===== src/rtl/simon_pkg.sv =====
// Shared definitions for the Simon Says round controller: arrow codes,
// controller state encoding and the LFSR feedback tap mask.
package simon_pkg;

    localparam logic [1:0] ARROW_UP    = 2'b00;
    localparam logic [1:0] ARROW_RIGHT = 2'b01;
    localparam logic [1:0] ARROW_DOWN  = 2'b10;
    localparam logic [1:0] ARROW_LEFT  = 2'b11;

    // Taps 8,6,5,4 of an 8-bit Fibonacci LFSR (bits 7,5,4,3).
    localparam logic [7:0] LFSR_TAPS = 8'hB8;

    typedef enum logic [2:0] {
        ST_IDLE,
        ST_EXTEND,
        ST_SHOW,
        ST_GAP,
        ST_LISTEN,
        ST_WIN,
        ST_FAIL
    } simon_state_t;

endpackage


===== src/rtl/simon_lfsr.sv =====
// Free-running 8-bit Fibonacci LFSR. Advances every cycle from SEED and
// exposes its two low bits as the next random arrow code.
module simon_lfsr
    import simon_pkg::*;
#(
    parameter logic [7:0] SEED = 8'hA5
) (
    input  logic       clock,
    input  logic       resetn,
    output logic [1:0] o_bits
);

    logic [7:0] r_lfsr;
    logic       w_fb;

    assign w_fb   = ^(r_lfsr & LFSR_TAPS);
    assign o_bits = r_lfsr[1:0];

    // Shift in the XOR of the tapped bits every cycle.
    always_ff @(posedge clock or negedge resetn) begin
        if (!resetn) begin
            r_lfsr <= SEED;
        end else begin
            r_lfsr <= {r_lfsr[6:0], w_fb};
        end
    end

endmodule


===== src/rtl/simon_round_ctrl.sv =====
// Simon Says round controller: grows a random arrow sequence one step per
// round, plays it back, then checks the player's presses against it.
// Optional listen timeout is enabled by defining SIMON_TIMEOUT_EN.
module simon_round_ctrl
    import simon_pkg::*;
#(
    parameter int unsigned MAX_LEN        = 16,
    parameter int unsigned SHOW_CYCLES    = 25_000_000,
    parameter int unsigned GAP_CYCLES     = 12_500_000,
    parameter logic [7:0]  SEED           = 8'hA5,
    parameter int unsigned TIMEOUT_CYCLES = 250_000_000
) (
    input  logic                         clock,
    input  logic                         resetn,
    input  logic                         start,
    input  logic [1:0]                   direction_in,
    input  logic                         clicked_in,
    output logic [1:0]                   arrow_out,
    output logic                         arrow_valid,
    output logic [$clog2(MAX_LEN+1)-1:0] round_len,
    output logic                         listening,
    output logic                         win,
    output logic                         fail
);

    localparam int unsigned RL_W     = $clog2(MAX_LEN + 1);
    localparam int unsigned IDX_W    = $clog2(MAX_LEN);
    localparam int unsigned CNT_MAX0 = (SHOW_CYCLES > GAP_CYCLES) ? SHOW_CYCLES : GAP_CYCLES;
    localparam int unsigned CNT_MAX  = (TIMEOUT_CYCLES > CNT_MAX0) ? TIMEOUT_CYCLES : CNT_MAX0;
    localparam int unsigned CNT_W    = $clog2(CNT_MAX + 1);

    simon_state_t     r_state, w_state_next;
    logic [CNT_W-1:0] r_cnt, w_cnt_next;
    logic [IDX_W-1:0] r_idx, w_idx_next;
    logic [RL_W-1:0]  r_round_len, w_round_len_next;
    logic             r_win, w_win_next;
    logic             r_fail, w_fail_next;
    logic             r_click_prev;
    logic [1:0]       r_arrow_out;
    logic             r_arrow_valid;
    logic             r_listening;
    logic [1:0]       r_pattern [MAX_LEN];

    logic [1:0]       w_rand;
    logic             w_wr_en;
    logic             w_press;
    logic             w_last;
    logic             w_match;
    logic [1:0]       w_show_code;

    simon_lfsr #(.SEED(SEED)) u_lfsr (
        .clock  (clock),
        .resetn (resetn),
        .o_bits (w_rand)
    );

    assign w_press = clicked_in & ~r_click_prev;
    assign w_last  = (RL_W'(r_idx) == (r_round_len - RL_W'(1)));
    assign w_match = (direction_in == r_pattern[r_idx]);

    // The first arrow of round 1 is being written on the same edge that
    // enters SHOW, so forward the LFSR bits instead of the stale RAM entry.
    assign w_show_code = (r_state == ST_EXTEND && r_round_len == '0) ? w_rand
                                                                       : r_pattern[w_idx_next];

    // Next-state and next-value logic for the round controller.
    always_comb begin
        w_state_next     = r_state;
        w_cnt_next       = r_cnt;
        w_idx_next       = r_idx;
        w_round_len_next = r_round_len;
        w_win_next       = r_win;
        w_fail_next      = r_fail;
        w_wr_en          = 1'b0;
        case (r_state)
            ST_IDLE, ST_WIN, ST_FAIL: begin
                if (start) begin
                    w_state_next     = ST_EXTEND;
                    w_round_len_next = '0;
                    w_win_next       = 1'b0;
                    w_fail_next      = 1'b0;
                    w_idx_next       = '0;
                end
            end
            ST_EXTEND: begin
                w_wr_en          = 1'b1;
                w_round_len_next = r_round_len + RL_W'(1);
                w_idx_next       = '0;
                w_cnt_next       = '0;
                w_state_next     = ST_SHOW;
            end
            ST_SHOW: begin
                if (r_cnt == CNT_W'(SHOW_CYCLES - 1)) begin
                    w_cnt_next   = '0;
                    w_state_next = ST_GAP;
                end else begin
                    w_cnt_next = r_cnt + CNT_W'(1);
                end
            end
            ST_GAP: begin
                if (r_cnt == CNT_W'(GAP_CYCLES - 1)) begin
                    w_cnt_next = '0;
                    if (w_last) begin
                        w_idx_next   = '0;
                        w_state_next = ST_LISTEN;
                    end else begin
                        w_idx_next   = r_idx + IDX_W'(1);
                        w_state_next = ST_SHOW;
                    end
                end else begin
                    w_cnt_next = r_cnt + CNT_W'(1);
                end
            end
            ST_LISTEN: begin
                if (w_press) begin
                    w_cnt_next = '0;
                    if (!w_match) begin
                        w_state_next = ST_FAIL;
                        w_fail_next  = 1'b1;
                    end else if (w_last) begin
                        if (r_round_len == RL_W'(MAX_LEN)) begin
                            w_state_next = ST_WIN;
                            w_win_next   = 1'b1;
                        end else begin
                            w_state_next = ST_EXTEND;
                        end
                    end else begin
                        w_idx_next = r_idx + IDX_W'(1);
                    end
                end
`ifdef SIMON_TIMEOUT_EN
                else if (r_cnt == CNT_W'(TIMEOUT_CYCLES - 1)) begin
                    w_state_next = ST_FAIL;
                    w_fail_next  = 1'b1;
                end else begin
                    w_cnt_next = r_cnt + CNT_W'(1);
                end
`endif
            end
            default: begin
                w_state_next = ST_IDLE;
            end
        endcase
    end

    // State, counters and registered outputs.
    always_ff @(posedge clock or negedge resetn) begin
        if (!resetn) begin
            r_state       <= ST_IDLE;
            r_cnt         <= '0;
            r_idx         <= '0;
            r_round_len   <= '0;
            r_win         <= 1'b0;
            r_fail        <= 1'b0;
            r_click_prev  <= 1'b0;
            r_arrow_out   <= ARROW_UP;
            r_arrow_valid <= 1'b0;
            r_listening   <= 1'b0;
        end else begin
            r_state       <= w_state_next;
            r_cnt         <= w_cnt_next;
            r_idx         <= w_idx_next;
            r_round_len   <= w_round_len_next;
            r_win         <= w_win_next;
            r_fail        <= w_fail_next;
            r_click_prev  <= clicked_in;
            r_arrow_valid <= (w_state_next == ST_SHOW);
            r_arrow_out   <= (w_state_next == ST_SHOW) ? w_show_code : ARROW_UP;
            r_listening   <= (w_state_next == ST_LISTEN);
        end
    end

    // Pattern store; contents survive reset and are overwritten as rounds grow.
    always_ff @(posedge clock) begin
        if (w_wr_en) begin
            r_pattern[r_round_len[IDX_W-1:0]] <= w_rand;
        end
    end

    assign arrow_out   = r_arrow_out;
    assign arrow_valid = r_arrow_valid;
    assign round_len   = r_round_len;
    assign listening   = r_listening;
    assign win         = r_win;
    assign fail        = r_fail;

endmodule


===== config.mk =====
export PLATFORM = sky130hd
export DESIGN_NAME = simon_round_ctrl
export DESIGN_NICKNAME = d
export VERILOG_FILES = /design/src/rtl/simon_pkg.sv /design/src/rtl/simon_lfsr.sv /design/src/rtl/simon_round_ctrl.sv
export SDC_FILE = /design/constraint.sdc
export NUM_CORES = 1
export LEC_CHECK = 0
export ABC_AREA = 1
export CORE_ASPECT_RATIO = 1.5
export CORE_MARGIN = 2
export CORE_UTILIZATION = 56
export CTS_BUF_LIST = sky130_fd_sc_hd__clkbuf_16
export DETAILED_ROUTE_END_ITERATION = 8
export GPL_ROUTABILITY_DRIVEN = 0
export PLACE_DENSITY_LB_ADDON = 0.25
export SYNTH_ARGS = -nofsm -noshare
export SYNTH_HDL_FRONTEND = slang
export SYNTH_SLANG_ARGS = --single-unit

===== constraint.sdc =====
create_clock -name clock -period 2.7 [get_ports clock]
set_input_delay 0.27 -clock clock [delete_from_list [all_inputs] [get_ports clock]]
set_output_delay 0.27 -clock clock [all_outputs]
set_load 0.005 [all_outputs]

* Word-level counts from Yosys, hierarchy flattened *
Memories as Yosys holds them, arrays and structs flattened.
Cells that the tools add are included.

storage, ports and cells
  memories kept = 1
  output and inout port bits = 11
  bits in registers = 55
  bits in writable memories = 32

operators by class
  bitwise logic cells = 2
  reduce and logical (&&, ||, !) cells = 12
  eq/ne operators = 19
  muxes and demuxes = 36
  add/sub/neg operators = 4

memory list
  name       depth  bits a word  read ports  clocked after Yosys merged registers in  wr ports  RTL line                RTL
  r_pattern  16     2            2           0                                        1         simon_round_ctrl.sv:42  logic [1:0] r_pattern [MAX_LEN];

operators by type and width
  cell                                                                 number
  28-bit one-hot mux with 4 select lines                               1
  28-bit 2-to-1 mux                                                    3
  28-bit by 1-bit adder with 28-bit output (second input constant)     1
  28-bit by 24-bit == test with 1-bit output (second input constant)   1
  28-bit by 25-bit == test with 1-bit output (second input constant)   1
  3-bit 2-to-1 mux                                                     8
  4-bit 2-to-1 mux                                                     6
  4-bit one-hot mux with 4 select lines                                1
  3-bit one-hot mux with 5 select lines                                1
  3-bit == test (second input constant)                                4
  2-bit inequality test (second input constant)                        6
  1-bit 2-to-1 mux                                                     10
  5-bit one-hot mux with 2 select lines                                1
  3-bit by 2-bit == test with 1-bit output (second input constant)     3
  8-bit parity                                                         1
  6-bit AND reduction                                                  1
  5-bit by 1-bit adder with 5-bit output (second input constant)       1
  4-bit by 5-bit == test with 1-bit output                             1
  5-bit == test (second input constant)                                1
  5-bit zero test                                                      1
  5-bit 2-to-1 mux                                                     1
  5-bit by 1-bit subtractor with 5-bit output (second input constant)  1
  4-bit by 1-bit adder with 4-bit output (second input constant)       1
  2-bit 2-to-1 mux                                                     2
  12 further kinds                                                     15

* Logic depth before layout (Yosys ltp) *
An unclocked memory read counts as a cell.

  depth after elaboration = 9
  gate-level depth with buffers = 23
  mapped depth without buffers = 22

* Cells and area by module *
From an unflattened synthesis, not the netlist that was laid out.

second synthesis, totals
  cell total of the unflattened synthesis = 662
  area, all modules = 5,281.3 um^2

by module, submodules not included
  module            cells each  instances  area each (um^2)  seq. area each (um^2)
  simon_round_ctrl  635         1          4,989.8           2,137.0
  simon_lfsr        27          1          291.5             205.2

* Worst setup path after synthesis *
Ideal clock, no wire load.

  path type = register to register
  from = register r_round_len[0] (netlist: round_len[0])
  to = register r_arrow_out[1] (netlist: arrow_out[1])
  cell stages (with the launch flop) = 18
  clock period less this slack = 2,576 ps
  required time = 2,577 ps
  data arrival time = 2,453 ps
  setup slack = 124 ps
  path through = dfrtp_1 inv_1 ha_1 xnor2_1 xor2_1 nor2_1 nand2_2 ha_1 nand4_1 nand3_4 nand3_4 buf_8 nand2_1 nand3_1 nand3_1 nand3_1 nand2_1 a21oi_1

between the ends
  cells in the longest elaborated chain, start to end = 9
  elaborated cells between the ends (all ways) = 22
  those cells by class = 1 x add/sub; 3 x eq/ne; 15 x mux; 2 x reduce/logical; 1 x memory

RTL lines
  what                                           RTL line                 RTL
  start, declared                                simon_round_ctrl.sv:35   logic [RL_W-1:0] r_round_len, w_round_len_next;
  start signal, assigned                         simon_round_ctrl.sv:163  r_round_len <= w_round_len_next;
  5-bit by 1-bit subtractor with 5-bit output *  simon_round_ctrl.sv:58   assign w_last = (RL_W'(r_idx) == (r_round_len - RL_W'(1)));
  4-bit by 5-bit == test with 1-bit output *     simon_round_ctrl.sv:58
  4-bit 2-to-1 mux                               simon_round_ctrl.sv:120  end else if (w_last) begin
  4-bit 2-to-1 mux                               simon_round_ctrl.sv:117  if (!w_match) begin
  4-bit 2-to-1 mux                               simon_round_ctrl.sv:115  if (w_press) begin
  4-bit one-hot mux with 4 select lines *        simon_round_ctrl.sv:75   case (r_state)
  named net w_idx_next[0]                        simon_round_ctrl.sv:34   logic [IDX_W-1:0] r_idx, w_idx_next;
  memory 16 x 2 bit *                            n/a
  2-bit 2-to-1 mux *                             simon_round_ctrl.sv:63   assign w_show_code = (r_state == ST_EXTEND && r_round_len == '0) ? w_rand
  2-bit 2-to-1 mux *                             simon_round_ctrl.sv:168  r_arrow_out <= (w_state_next == ST_SHOW) ? w_show_code : ARROW_UP;
  end signal, assigned                           simon_round_ctrl.sv:168
  end, declared                                  simon_round_ctrl.sv:39   logic [1:0] r_arrow_out;

Mark *: on every way through the listed nets, which the timed path passes. The rest lies on a longest branch.
A chain may end at the register's enable or synchronous reset.

* Worst setup path in the final report *
  from = register r_round_len[0] (netlist: round_len[0])
  to = register r_arrow_out[1] (netlist: arrow_out[1])

between the ends
  cells in the longest elaborated chain, start to end = 9
  elaborated cells between the ends (all ways) = 22
  those cells by class = 1 x add/sub; 3 x eq/ne; 15 x mux; 2 x reduce/logical; 1 x memory

RTL lines
  what                                         RTL line
  5-bit by 1-bit subtractor with 5-bit output  simon_round_ctrl.sv:58
  4-bit by 5-bit == test with 1-bit output     simon_round_ctrl.sv:58
  4-bit 2-to-1 mux                             simon_round_ctrl.sv:120
  4-bit 2-to-1 mux                             simon_round_ctrl.sv:117
  4-bit 2-to-1 mux                             simon_round_ctrl.sv:115
  4-bit one-hot mux with 4 select lines        simon_round_ctrl.sv:75
  memory 16 x 2 bit                            n/a
  2-bit 2-to-1 mux                             simon_round_ctrl.sv:63
  2-bit 2-to-1 mux *                           simon_round_ctrl.sv:168

Every way passes the cells marked *; elsewhere a longest branch is shown, timed or not.

==> impl_metrics.tcl <==
set metrics [dict create \
    cts-htree-levels 3 \
    cts.sinks 87 \
    cpPeakStageDelay_ns 0.39 \
    grt_max_degree 43 \
    layoutNonFillerInstCount 794 \
    synth_area_leaders "dfrtp_1, edfxtp_1, nand2_1, nand3_1, inv_1" \
    yosysTopAreaCell "dfrtp_1" \
    drt_wl_total_um 13500 \
    die_w_um 81.3 \
    crit_type "register to register" \
    initial_utilization_pct 57.2 \
    wl_per_cell_um 17.0 \
    mappedNetlistArea_um2 5020 \
    setup_viol 0 \
    cp-start-kind "register" \
    fp.coreArea_um2 8780 \
    drv_cap 0 \
    synth_cells 634 \
    register_area_um2 2340 \
    maxClockFrequency_ghz 0.381 \
    finalPower_mw 4.60 \
    clk_path_buf_depth 2 \
    regToRegEndpoint "arrow_out[1]" \
    fp.dieH_um 120 \
    r2r_cells 16 \
    drive_gt1_share_pct 14.5 \
    r2r_setup_slack_ns 0.08 \
    clock_tree.root_cell "clkbuf_16" \
    grt-ovfl-total 0 \
    netlist.area_leader.share_pct 25.4 \
    hpwlAfterDp_um 9430 \
    hold_viol_final 0 \
    slew_headroom_pct 33.7 \
    cp_cell_sequence "inv_2 -> buf_4 -> nand3_1 -> xor2_1 -> nor3_2 -> nand2_2 -> ha_4 -> nand4_1 -> nand3_4 -> clkbuf_16 -> nand4_1 -> nand3_1 -> nand3_1 -> nand3_1 -> nand2_1 -> a21oi_2" \
    reg2reg_from "round_len[0]" \
    io_pins 17 \
    place_area_um2 5390 \
    dp_cells 769 \
    min_path_type "primary input to asynchronous set/reset pin" \
    power_leakage_nw 2.65 \
    vias 4644 \
    first_pass_iters 8 \
    vdd_ir_drop_max_uv 553 \
    fill_cells 689 \
    tightest_slew_ns 0.995 \
    area_delta_synth_final_pct 18.4 \
    synthArstFlopShare_pct 63.2 \
    min_period_over_period_pct 97.2 \
    power_per_cell_area_nw_per_um2 773 \
    finalMaxSlewViolations 0 \
    port_buffers 16 \
    grt.total_usage_pct 28.4 \
    holdBufCountCts 0 \
    fin_nets 692 \
    fp.dieArea_um2 9760 \
    syn_nets 647 \
    synth.avg_cell_area_um2 7.92 \
    crit_top_cell "nand3_1" \
    holdWs_ns 0.0834 \
    finalWorstPathRequiredPeriod_ns 2.62 \
    grt_pass1_wl_um 20700 \
    crit_slowest_cell "dfrtp_1" \
    yosysSeqAreaShare_pct 46.6 \
    skew_ns 0.00763 \
    critPathRequiredTime_ns 2.97 \
    cp_data_arrival_time_ns 2.90 \
    utilization_pct 67.8 \
    grt_pass1_vias 4275 \
    cts_tree "yes" \
    clk_latency_ns 0.35 \
    synth-seq-cells 87 \
    final_design_area_no_fill_um2 5950 \
    critPathTopFamily "simple AND/OR/NAND/NOR gates" \
    synth_flop_cell "dfrtp_1" \
    cts.clk_slew.worst_paths_ns 0.07 \
    cts_buffers 9 \
    multi_input_area_um2 2350 \
    ys_types 46 \
    ant_nets 0 \
    grt_antenna_before_repair 0 \
    crit_fanout 8 \
    yosysWarnings 0 \
    synth-edff-count 32 \
    vias_per_cell 5.85 \
    drtIter0Drc 439 \
    critPathLaunch "round_len[0]" \
    diodes 0 \
    cp_num_buf_inv 3 \
    num_rows 42 \
    status "finished clean" \
    end_kind "register" \
    drc 0 \
]
routing by layer:
layer | wire length [um] | vias to the layer above | GRT usage, %
met5 | 0 | - | 0
met4 | 765 | 0 | 15.3
met3 | 860 | 73 | 6.17
met2 | 7050 | 217 | 49.3
met1 | 4800 | 2154 | 31.3
li1 | - | 2200 | -
worst max-delay path by stage:
| stage | to | cells after the start |
|---|---|---|
| final | arrow_out[1] | 16 |
| after global routing | arrow_out[1] | 17 |
| after CTS | arrow_out[0] | 17 |
| after detailed placement | arrow_out[0] | 16 |
| after global placement | arrow_out[0] | 17 |
| after floorplan | arrow_out[1] | 17 |
per-stage QoR:
step	setup TNS, ns	setup slack, ns
global route	-0.0782	-0.0488
finish	0	0.0760
floorplan	0	0.124
detailed placement	0	0.0440
global placement	0	0.147
CTS	0	0.0182
cell usage after synthesis, drive strengths merged (4+ instances only):
| library cell | count |
|---|---|
| clkbuf | 4 |
| a21oi | 25 |
| dfstp | 4 |
| nor3 | 18 |
| buf | 13 |
| nand3 | 79 |
| ha | 7 |
| xor2 | 10 |
| edfxtp | 32 |
| nand2 | 145 |
| nor2 | 84 |
| xnor2 | 6 |
| o21ai | 14 |
| inv | 88 |
| nand4 | 25 |
| dfrtp | 51 |
power by group:
part | switching (mW) | internal [mW]
Sequential | 0.0812 | 1.48
Clock | 0.536 | 0.824
Combinational | 1.06 | 0.628
Total | 1.67 | 2.93
layout make-up:
type / count / share of cell area (%)
Tap cell: 110 / 2.31
Inverter: 90 / 5.89
Clock buffer: 9 / 3.79
Timing Repair Buffer: 49 / 7.40
Multi-Input combinational cell: 442 / 39.5
Sequential cell: 87 / 39.4
Clock inverter: 7 / 1.72
placed cells by master, fill, tap and decap left out, drive strengths merged, types with 3 or more instances in the layout:
cell type,n
nor3b,3
nand2,145
xor2,10
nand4,25
nand3,81
clkdlybuf4s50,15
dfrtp,51
dfstp,4
ha,7
buf,33
clkinv,3
nor3,18
nor4,3
a21oi,25
clkbuf,10
o21ai,14
inv,91
a31oi,3
edfxtp,32
o22ai,3
nor2,84
xnor2,6
cell families (layout without fill, tap and decap cells):
family,after synthesis,in the layout,synth area share [%]
AND/OR/NAND/NOR,359,361,32.7
buffers and inverters,107,155,9.22
flip-flops,87,87,46.6
AO/OA/AOI/OAI,58,58,6.97
XOR/XNOR,16,16,2.79
adder cells (fa/ha/maj),7,7,1.74
worst reg2reg max path, stage by stage, from the launching register on:
cell       delay, ns
dfrtp_1         0.39
inv_2           0.09
buf_4           0.14
nand3_1         0.11
xor2_1          0.18
nor3_2          0.13
nand2_2         0.11
ha_4            0.28
nand4_1         0.13
nand3_4         0.19
clkbuf_16       0.19
nand4_1         0.14
nand3_1         0.14
nand3_1         0.09
nand3_1         0.07
nand2_1         0.07
a21oi_2         0.12
flip-flops by register name, summed over array words and instances, names as in the netlist:
name / flops
u_lfsr.r_lfsr: 8
r_cnt: 28
round_len: 5
r_pattern: 32
win: 1
listening: 1
r_idx: 4
r_click_prev: 1
arrow_valid: 1
fail: 1
arrow_out: 2
r_state: 3
what timing repair did:
action,in CTS,in global routing
setup endpoints to repair,0,15
gates resized for setup,0,35
setup buffers,0,6
No activity file was read; power rests on OpenSTA's default activity.
